File: config.mk
export PLATFORM = sky130hd
export DESIGN_NAME = reg_move_unit
export DESIGN_NICKNAME = d
export VERILOG_FILES = /design/src/rtl/reg_move_unit.sv
export SDC_FILE = /design/constraint.sdc
export NUM_CORES = 1
export LEC_CHECK = 0
export ABC_AREA = 1
export CORE_UTILIZATION = 62
export CTS_BUF_LIST = sky130_fd_sc_hd__clkbuf_4 sky130_fd_sc_hd__clkbuf_8
export DETAILED_ROUTE_END_ITERATION = 10
export GPL_ROUTABILITY_DRIVEN = 0
export GPL_TIMING_DRIVEN = 0
export HOLD_SLACK_MARGIN = 0.08
export PLACE_DENSITY = 0.92
export RECOVER_POWER = 50
export SLEW_MARGIN = 15
export SYNTH_ARGS = -nofsm -noshare
export SYNTH_HDL_FRONTEND = slang
export SYNTH_SLANG_ARGS = --single-unit
export TNS_END_PERCENT = 30
File: constraint.sdc
create_clock -name clk -period 4.3 [get_ports clk]
set_clock_uncertainty 0.05 [all_clocks]
set_input_delay 0.86 -clock clk [delete_from_list [all_inputs] [get_ports clk]]
set_output_delay 0.86 -clock clk [all_outputs]
set_load 0.02 [all_outputs]
File: src/rtl/reg_move_unit.sv
// reg_move_unit: register-file instruction executor (NOP/MOV/MOVI/ADD/SUB/SWAP/CLR) with a valid/ready handshake.
// Optional zero/carry flags are built when REG_MOVE_FLAGS_EN is defined; otherwise flag_z/flag_c are tied to 0.
module reg_move_unit #(
  parameter int DATA_W = 8,
  parameter int REG_AW = 3
) (
  input  logic              clk,
  input  logic              rst,
  input  logic              instr_valid,
  output logic              instr_ready,
  input  logic [2:0]        instr_op,
  input  logic [REG_AW-1:0] reg_src,
  input  logic [REG_AW-1:0] reg_dst,
  input  logic [DATA_W-1:0] imm,
  output logic              done,
  output logic              err,
  input  logic [REG_AW-1:0] dbg_addr,
  output logic [DATA_W-1:0] dbg_data,
  output logic              flag_z,
  output logic              flag_c
);

  localparam int NREGS = 2**REG_AW;

  typedef enum logic [1:0] {
    S_IDLE  = 2'd0,
    S_EXEC  = 2'd1,
    S_SWAP2 = 2'd2
  } state_t;

  typedef enum logic [2:0] {
    OP_NOP  = 3'b000,
    OP_MOV  = 3'b001,
    OP_MOVI = 3'b010,
    OP_ADD  = 3'b011,
    OP_SUB  = 3'b100,
    OP_SWAP = 3'b101,
    OP_CLR  = 3'b110,
    OP_ILL  = 3'b111
  } op_t;

  state_t              r_state;
  state_t              w_state_nxt;

  logic [DATA_W-1:0]   r_regs [NREGS];
  op_t                 r_op;
  logic [REG_AW-1:0]   r_src;
  logic [REG_AW-1:0]   r_dst;
  logic [DATA_W-1:0]   r_imm;
  logic [DATA_W-1:0]   r_old_dst;
  logic                r_done;
  logic                r_err;

  logic                w_accept;
  logic                w_wr_en;
  logic [REG_AW-1:0]   w_wr_addr;
  logic [DATA_W-1:0]   w_wr_data;
  logic                w_finish;
  logic                w_illegal;
  logic [DATA_W-1:0]   w_src_val;
  logic [DATA_W-1:0]   w_add;
  logic [DATA_W-1:0]   w_sub;

  assign w_accept  = instr_valid & instr_ready;
  assign w_src_val = r_regs[r_src];
  assign w_sub     = r_old_dst - w_src_val;

`ifdef REG_MOVE_FLAGS_EN
  logic [DATA_W:0] w_add_ext;
  assign w_add_ext = {1'b0, r_old_dst} + {1'b0, w_src_val};
  assign w_add     = w_add_ext[DATA_W-1:0];
`else
  assign w_add     = r_old_dst + w_src_val;
`endif

  // State register
  always_ff @(posedge clk or posedge rst) begin
    if (rst) begin
      r_state <= S_IDLE;
    end else begin
      r_state <= w_state_nxt;
    end
  end

  // Next-state logic
  always_comb begin
    w_state_nxt = r_state;
    unique case (r_state)
      S_IDLE:  if (w_accept) w_state_nxt = S_EXEC;
      S_EXEC:  w_state_nxt = (r_op == OP_SWAP) ? S_SWAP2 : S_IDLE;
      S_SWAP2: w_state_nxt = S_IDLE;
      default: w_state_nxt = S_IDLE;
    endcase
  end

  // Output / write-port decode
  always_comb begin
    instr_ready = 1'b0;
    w_wr_en     = 1'b0;
    w_wr_addr   = r_dst;
    w_wr_data   = '0;
    w_finish    = 1'b0;
    w_illegal   = 1'b0;
    unique case (r_state)
      S_IDLE: instr_ready = ~rst;
      S_EXEC: begin
        w_finish = (r_op != OP_SWAP);
        unique case (r_op)
          OP_MOV:  begin w_wr_en = 1'b1; w_wr_data = w_src_val; end
          OP_MOVI: begin w_wr_en = 1'b1; w_wr_data = r_imm;     end
          OP_ADD:  begin w_wr_en = 1'b1; w_wr_data = w_add;     end
          OP_SUB:  begin w_wr_en = 1'b1; w_wr_data = w_sub;     end
          OP_SWAP: begin w_wr_en = 1'b1; w_wr_data = w_src_val; end
          OP_CLR:  begin w_wr_en = 1'b1; w_wr_data = '0;        end
          OP_ILL:  w_illegal = 1'b1;
          default: ;
        endcase
      end
      // Second half of SWAP: old destination value (latched at accept) goes to src
      S_SWAP2: begin
        w_wr_en   = 1'b1;
        w_wr_addr = r_src;
        w_wr_data = r_old_dst;
        w_finish  = 1'b1;
      end
      default: ;
    endcase
  end

  // Operand latch at accept
  always_ff @(posedge clk or posedge rst) begin
    if (rst) begin
      r_op      <= OP_NOP;
      r_src     <= '0;
      r_dst     <= '0;
      r_imm     <= '0;
      r_old_dst <= '0;
    end else if (w_accept) begin
      r_op      <= op_t'(instr_op);
      r_src     <= reg_src;
      r_dst     <= reg_dst;
      r_imm     <= imm;
      r_old_dst <= r_regs[reg_dst];
    end
  end

  // Register file
  always_ff @(posedge clk or posedge rst) begin
    if (rst) begin
      for (int unsigned i = 0; i < NREGS; i++) begin
        r_regs[i] <= '0;
      end
    end else if (w_wr_en) begin
      r_regs[w_wr_addr] <= w_wr_data;
    end
  end

  // Retire pulses
  always_ff @(posedge clk or posedge rst) begin
    if (rst) begin
      r_done <= 1'b0;
      r_err  <= 1'b0;
    end else begin
      r_done <= w_finish;
      r_err  <= w_illegal;
    end
  end

  assign done     = r_done;
  assign err      = r_err;
  assign dbg_data = r_regs[dbg_addr];

`ifdef REG_MOVE_FLAGS_EN
  logic r_flag_z;
  logic r_flag_c;

  always_ff @(posedge clk or posedge rst) begin
    if (rst) begin
      r_flag_z <= 1'b0;
      r_flag_c <= 1'b0;
    end else if (r_state == S_EXEC) begin
      unique case (r_op)
        OP_MOVI: begin r_flag_z <= (r_imm == '0); r_flag_c <= 1'b0;                   end
        OP_ADD:  begin r_flag_z <= (w_add == '0); r_flag_c <= w_add_ext[DATA_W];      end
        OP_SUB:  begin r_flag_z <= (w_sub == '0); r_flag_c <= (r_old_dst < w_src_val); end
        default: ;
      endcase
    end
  end

  assign flag_z = r_flag_z;
  assign flag_c = r_flag_c;
`else
  assign flag_z = 1'b0;
  assign flag_c = 1'b0;
`endif

endmodule

==> results of run 1 <==
## logic make-up (layout without fill, tap and decap cells)
| group | after synthesis | after routing | synth area share, % |
|---|---|---|---|
| xor gates and xnor gates | 6 | 6 | 0.853 |
| adders and majority gates | 12 | 12 | 2.56 |
| DFF | 93 | 93 | 37.8 |
| AOI/OAI and AO/OA | 253 | 253 | 22.4 |
| muxes | 7 | 7 | 1.28 |
| and+or+nand+nor | 339 | 339 | 23.5 |
| other | 1 | 2 | 0.0609 |
| buffers and inverters | 156 | 205 | 11.5 |
## state kept, by name (all words and copies together), names as in the netlist
signal     cells
r_regs        64
r_src          3
r_state        2
r_op           3
r_imm          8
r_old_dst      8
done           1
err            1
r_dst          3
## routing by layer
layer  track usage [%]  wire length, um  vias up
met4              23.3             1000        0
met2              58.2             8280      504
li1                  -                -     2943
met5                 0                0        -
met3              7.94             2310      106
met1              49.4             7110     2847
## worst max-delay path by stage
stage / from / end / cells past startpoint
5_1_grt: r_src[2]$_DFFE_PP0P_ / r_regs[22]$_DFFE_PP0P_ / 20
3_5_place_dp: r_src[2]$_DFFE_PP0P_ / r_regs[22]$_DFFE_PP0P_ / 20
2_1_floorplan: rst / done$_DFF_PP0_ / 1
3_3_place_gp: rst / r_regs[40]$_DFFE_PP0P_ / 2
6_report: r_src[2]$_DFFE_PP0P_ / r_regs[22]$_DFFE_PP0P_ / 20
4_1_cts: r_src[2]$_DFFE_PP0P_ / r_regs[22]$_DFFE_PP0P_ / 20
## power by group through the flow
| stage | combinational, mW | clock (mW) | sequential, mW |
|---|---|---|---|
| after floorplan | 2.19 | 0 | 1.27 |
| after global placement | 2.79 | 0 | 1.30 |
| after detailed placement | 2.88 | 0 | 1.32 |
| after CTS | 2.91 | 0.705 | 1.30 |
| after global routing | 3.28 | 0.744 | 1.33 |
| final | 2.99 | 0.704 | 1.31 |
## critical path, stage by stage, from the launching register on
cell      delay, ns
dfrtp_1        0.33
buf_4          0.18
clkinv_1       0.37
nand3_1        0.26
nand2_2        0.13
ha_1           0.30
o21ai_0        0.28
inv_1          0.10
fa_1           0.40
inv_1          0.10
a21oi_1        0.07
o21ai_0        0.27
nand2_1        0.08
nand2_1        0.07
a21oi_1        0.07
xor2_1         0.14
inv_1          0.05
a21oi_1        0.08
o21ai_2        0.44
nand3_1        0.17
o21ai_0        0.14
## layout make-up
type | instances | area share (%)
Clock inverter | 5 | 1.45
Multi-Input combinational cell | 619 | 45.4
Inverter | 108 | 6.04
Clock buffer | 10 | 1.90
Timing Repair Buffer | 34 | 4.86
Buffer | 48 | 4.24
Tap cell | 133 | 2.41
Sequential cell | 93 | 33.7
## layout by cell type (no fill, tap or decap), drive strengths merged, types with 6 or more instances in the layout
cell type and instances:
nand2 229, o21ai 146, inv 105, dfrtp 93, a21oi 67, nand3 60
nor2 47, clkbuf 39, clkdlybuf4s50 30, buf 20, o211ai 12, ha 11
a31oi 10, mux2 7, a221oi 6
## through the flow
step,power (mW),TNS (ns)
floorplan,3.45,0
global placement,4.09,-37.71
detailed placement,4.20,0
CTS,4.92,0
global route,5.36,0
finish,5.01,0
## timing repair
action                                 CTS  global route
hold buffers                             0             0
endpoints found under the hold margin    0             0
setup endpoints to repair                0            12
resized for setup                        0             3
==> qor.yml, run 1 <==
ant_nets: 0
regArea_um2: 2330
cp_max_fo: 10
worst_hold_slack_ns: 0.439
grt.overflow.total: 0
intPower_mw: 2.55
path_class: "reg2reg"
fin_cells: 1050
grt_start_max_net_pins: 52
relSlewSlack_pct: -24.8
syn-cell-area_um2: 6160
fillCellCount: 788
finalWorstSetupSlack_ns: 0.119
power_density_nw_per_um2: 726
ys_seq_area_share_pct: 37.8
initial_core_util_pct: 63.6
post-route-min-period_ns: 4.18
violations: "max-capacitance violations, max-slew violations"
synth_common_cells: "216 x nand2_1, 140 x o21ai_0, 104 x inv_1"
diodes: 0
yosys-top-cells-area: "dfrtp_1 38%, nand2_1 13%, o21ai_0 11%"
hold_path.class: "reg2reg"
min_to: "r_regs[11]$_DFFE_PP0P_"
dp_hpwl_mm: 13.6
fin_util_pct: 71.3
multi_input_area_um2: 3130
p_sw_share_pct: 49.1
grt_pass1_wl_mm: 29.4
fin_crit_sh_pct: 97.2
fin_area_um2: 6900
yosysMostFrequentCell: "nand2_1"
rsz0062_at_grt: "false"
clock_latency_ns: 0.38
layout.nets: 948
area_growth_pct: 12.0
die_h_um: 102
placedInstanceArea_um2: 6690
finalWirelength_mm: 18.7
cts_tree: "yes"
fmax_ghz: 0.239
drc: 0
syn_inst: 867
cts_root_buffer: "clkbuf_8"
drtIter0Drc: 832
slew_viol_final: 44
crit_arrival_ns: 4.43
first_pass_iters: 7
post-cts-setup-buffers: 0
ioPinCount: 36
worst_pin_slew_ns: 1.86
num_vias: 6400
cts_buffer_depth: 2
antenna_found_initial: 0
r2r-start: "r_src[2]$_DFFE_PP0P_"
synth.distinct_cells: 41
rr_worst_depth: 20
ff2ff_setup_slack_ns: 0.12
post_drt_wl_per_cell_um: 17.8
grtUsageTotal_pct: 38.0
grt_pass1_vias: 5979
hold_depth: 2
cap_violations: 1
yosysWarnings: 0
synth-seq-cells: 93
synth-main-ff-cell: "dfrtp_1"
synth_largest_area_cell: "dfrtp_1"
synthDominantCellAreaShare_pct: 37.8
syn_area_per_cell_um2: 7.11
h-tree-depth: 3
die_w_um: 102
status: "complete, but fails checks"
r2r_end: "r_regs[22]$_DFFE_PP0P_"
place.detailed.instances: 1035
hold_viol_final: 0
clkTransAtPathRegs_ns: 0.09
power_switching_mw: 2.46
die_area_um2: 10300
seqPwrFrac_pct: 26.2
synth-edff-count: 0
power_frac_clock_pct: 14.1
comb_power_share_pct: 59.8
avgViaCountPerCell: 6.10
numCtsBuffers: 9
pre_cts_ws_ns: 0.0761
ir_worst_vdd_mv: 0.292
portBuffers: 33
start_kind: "flip-flop"
cts_sinks: 93
drive_above_1_share_pct: 8.40
finalSetupViolCount: 0
required_ns: 4.55
rows: 36
leakagePower_nw: 3.16
endpoint_kind: "flip-flop"
core-area_um2: 9680
async_reset_ff_share_pct: 100
hold_start: "r_regs[11]$_DFFE_PP0P_"
(Power assumes the default switching activity.)
==> inputs of run 2 (changes only) <==
--- a/config.mk
+++ b/config.mk
@@ -6,13 +6,12 @@
 export NUM_CORES = 1
 export LEC_CHECK = 0
 export ABC_AREA = 1
-export CORE_UTILIZATION = 62
-export CTS_BUF_LIST = sky130_fd_sc_hd__clkbuf_4 sky130_fd_sc_hd__clkbuf_8
+export CORE_UTILIZATION = 61
 export DETAILED_ROUTE_END_ITERATION = 10
 export GPL_ROUTABILITY_DRIVEN = 0
 export GPL_TIMING_DRIVEN = 0
 export HOLD_SLACK_MARGIN = 0.08
-export PLACE_DENSITY = 0.92
+export PLACE_DENSITY = 0.91
 export RECOVER_POWER = 50
 export SLEW_MARGIN = 15
 export SYNTH_ARGS = -nofsm -noshare
==> qor.yml, run 2 (synthesis gave the netlist of run 1 again) <==
drive_above_1_share_pct: 8.17
mostFrequentLayoutCells: "216 x nand2_1, 140 x o21ai_0, 103 x inv_1"
post-cts-setup-buffers: 0
endpoint_kind: "output port"
fin_util_pct: 70.1
avgViaCountPerCell: 6.25
ioPinCount: 36
hold_depth: 2
die_w_um: 103
numCtsBuffers: 9
cts_buffer_depth: 2
portBuffers: 33
place.detailed.instances: 1035
leakagePower_nw: 3.12
fin_crit_sh_pct: 101
ctsHoldBuffers: 0
slew_viol_final: 39
power_density_nw_per_um2: 716
path_class: "in2out"
rows: 36
hold_viol_final: 0
drtIter0Drc: 1143
fin_cells: 1051
area_growth_pct: 11.3
initial_core_util_pct: 63.0
ant_nets: 0
num_vias: 6564
cts_root_buffer: "clkbuf_8"
crit_arrival_ns: 3.44
cts_sinks: 93
clock_latency_ns: 0.39
first_pass_iters: 11
h-tree-depth: 3
post-route-min-period_ns: 4.35
drc: 0
core-area_um2: 9770
layout.nets: 948
dp_hpwl_mm: 13.5
ir_worst_vdd_mv: 0.310
relSlewSlack_pct: -8.99
final_common_cell: "nand2_1"
required_ns: 3.39
cts_tree: "yes"
finalWorstSetupSlack_ns: -0.0469
cap_violations: 1
grtUsageTotal_pct: 38.6
largest_register_ff_count: 64
largest_register: "r_regs"
start_kind: "input port"
grt_pass1_wl_mm: 30.4
rsz0062_at_grt: "true"
violations: "max-capacitance violations, max-slew violations, negative setup slack"
antenna_found_initial: 0
finalWirelength_mm: 19.0
die_h_um: 103
finalSetupViolCount: 3
diodes: 0
status: "complete, but fails checks"
post_drt_wl_per_cell_um: 18.1
fmax_ghz: 0.230
rr_worst_depth: 20
worst_pin_slew_ns: 1.63
hold_path.class: "reg2reg"
grt_pass1_vias: 6083
die_area_um2: 10500
cp_max_fo: 10
largestRegisters: "r_regs (64), r_imm (8), r_old_dst (8)"
grt_start_max_net_pins: 57
grt.overflow.total: 0
clkTransAtPathRegs_ns: 0.09
==> run 2: changes by cell type in the layout (fill, tap and decap cells not counted), sizes merged <==
cell,previous run,this run
clkinv,4,3
clkdlybuf4s50,30,32
clkinvlp,1,2
dlygate4sd3,3,1
clkbuf,39,43
bufinv,3,0
==> run 2: per-stage QoR <==
| stage | setup TNS [ns] | worst slack [ns] | area [um2] | hold WS [ns] | power, mW |
|---|---|---|---|---|---|
| finish | -0.0542 | -0.0469 | 6860 | 0.438 | 4.91 |
| detailed placement | 0 | 0.123 | 6690 | 0.418 | 4.21 |
| floorplan | 0 | 0.970 | 6160 | 0.387 | 3.45 |
| global route | -0.384 | -0.113 | 6860 | 0.456 | 5.27 |
| global placement | -39.10 | -0.427 | 6660 | 0.407 | 4.09 |
| CTS | 0 | 0.0574 | 6880 | 0.441 | 4.81 |
==> run 2: critical path, stage by stage <==
cell and delay [ns]:
clkdlybuf4s50_1 0.67, clkinv_1 0.32, clkbuf_1 0.36, a21oi_1 0.23, o21ai_0 0.12, a31oi_1 0.24
clkdlybuf4s50_1 0.64
==> run 2: layout make-up <==
cell class	instances	area (um2)
Multi-Input combinational cell	619	3130
Sequential cell	93	2330
Tap cell	133	166
Fill cell	817	2920
Inverter	108	417
Buffer	48	292
Timing Repair Buffer	34	335
Clock buffer	14	173
Clock inverter	2	16.3
==> run 2: where the power goes <==
group / leakage [nW] / internal [mW] / total (mW) / switching [mW]
Combinational: 1.78 / 1.05 / 3.02 / 1.98
Clock: 0.0929 / 0.260 / 0.582 / 0.322
Sequential: 1.25 / 1.12 / 1.31 / 0.188
==> run 2: per-layer routing <==
layer	GRT usage (%)	wire length [um]
met1	50.7	7240
met2	59.5	8300
met3	8.47	2400
met4	21.4	1060
met5	0	0
==> run 2: final timing paths <==
| path | from | end | slack (ns) |
|---|---|---|---|
| max reg2reg | r_src[2]$_DFFE_PP0P_ | r_regs[38]$_DFFE_PP0P_ | 0.23 |
| min reg2reg | r_dst[2]$_DFFE_PP0P_ | r_dst[2]$_DFFE_PP0P_ | 0.44 |
| min in group asynchronous | rst | r_imm[5]$_DFFE_PP0P_ | 1.30 |
| max | dbg_addr[1] | dbg_data[3] | -0.05 |
| max in group asynchronous | rst | r_regs[50]$_DFFE_PP0P_ | 0.88 |
| min | r_dst[2]$_DFFE_PP0P_ | r_dst[2]$_DFFE_PP0P_ | 0.44 |
==> run 2: timing repair <==
action	CTS	global route
gates resized for setup	0	1
setup endpoints to repair	0	16
hold endpoints to repair	0	0
==> inputs of run 3 (changes only) <==
--- a/config.mk
+++ b/config.mk
@@ -13,6 +13,7 @@
 export HOLD_SLACK_MARGIN = 0.08
 export PLACE_DENSITY = 0.91
 export RECOVER_POWER = 50
+export SKIP_CTS_REPAIR_TIMING = 1
 export SLEW_MARGIN = 15
 export SYNTH_ARGS = -nofsm -noshare
 export SYNTH_HDL_FRONTEND = slang
==> results of run 3 <==
No change in the layout: final DEF, timing and power equal those of run 2.
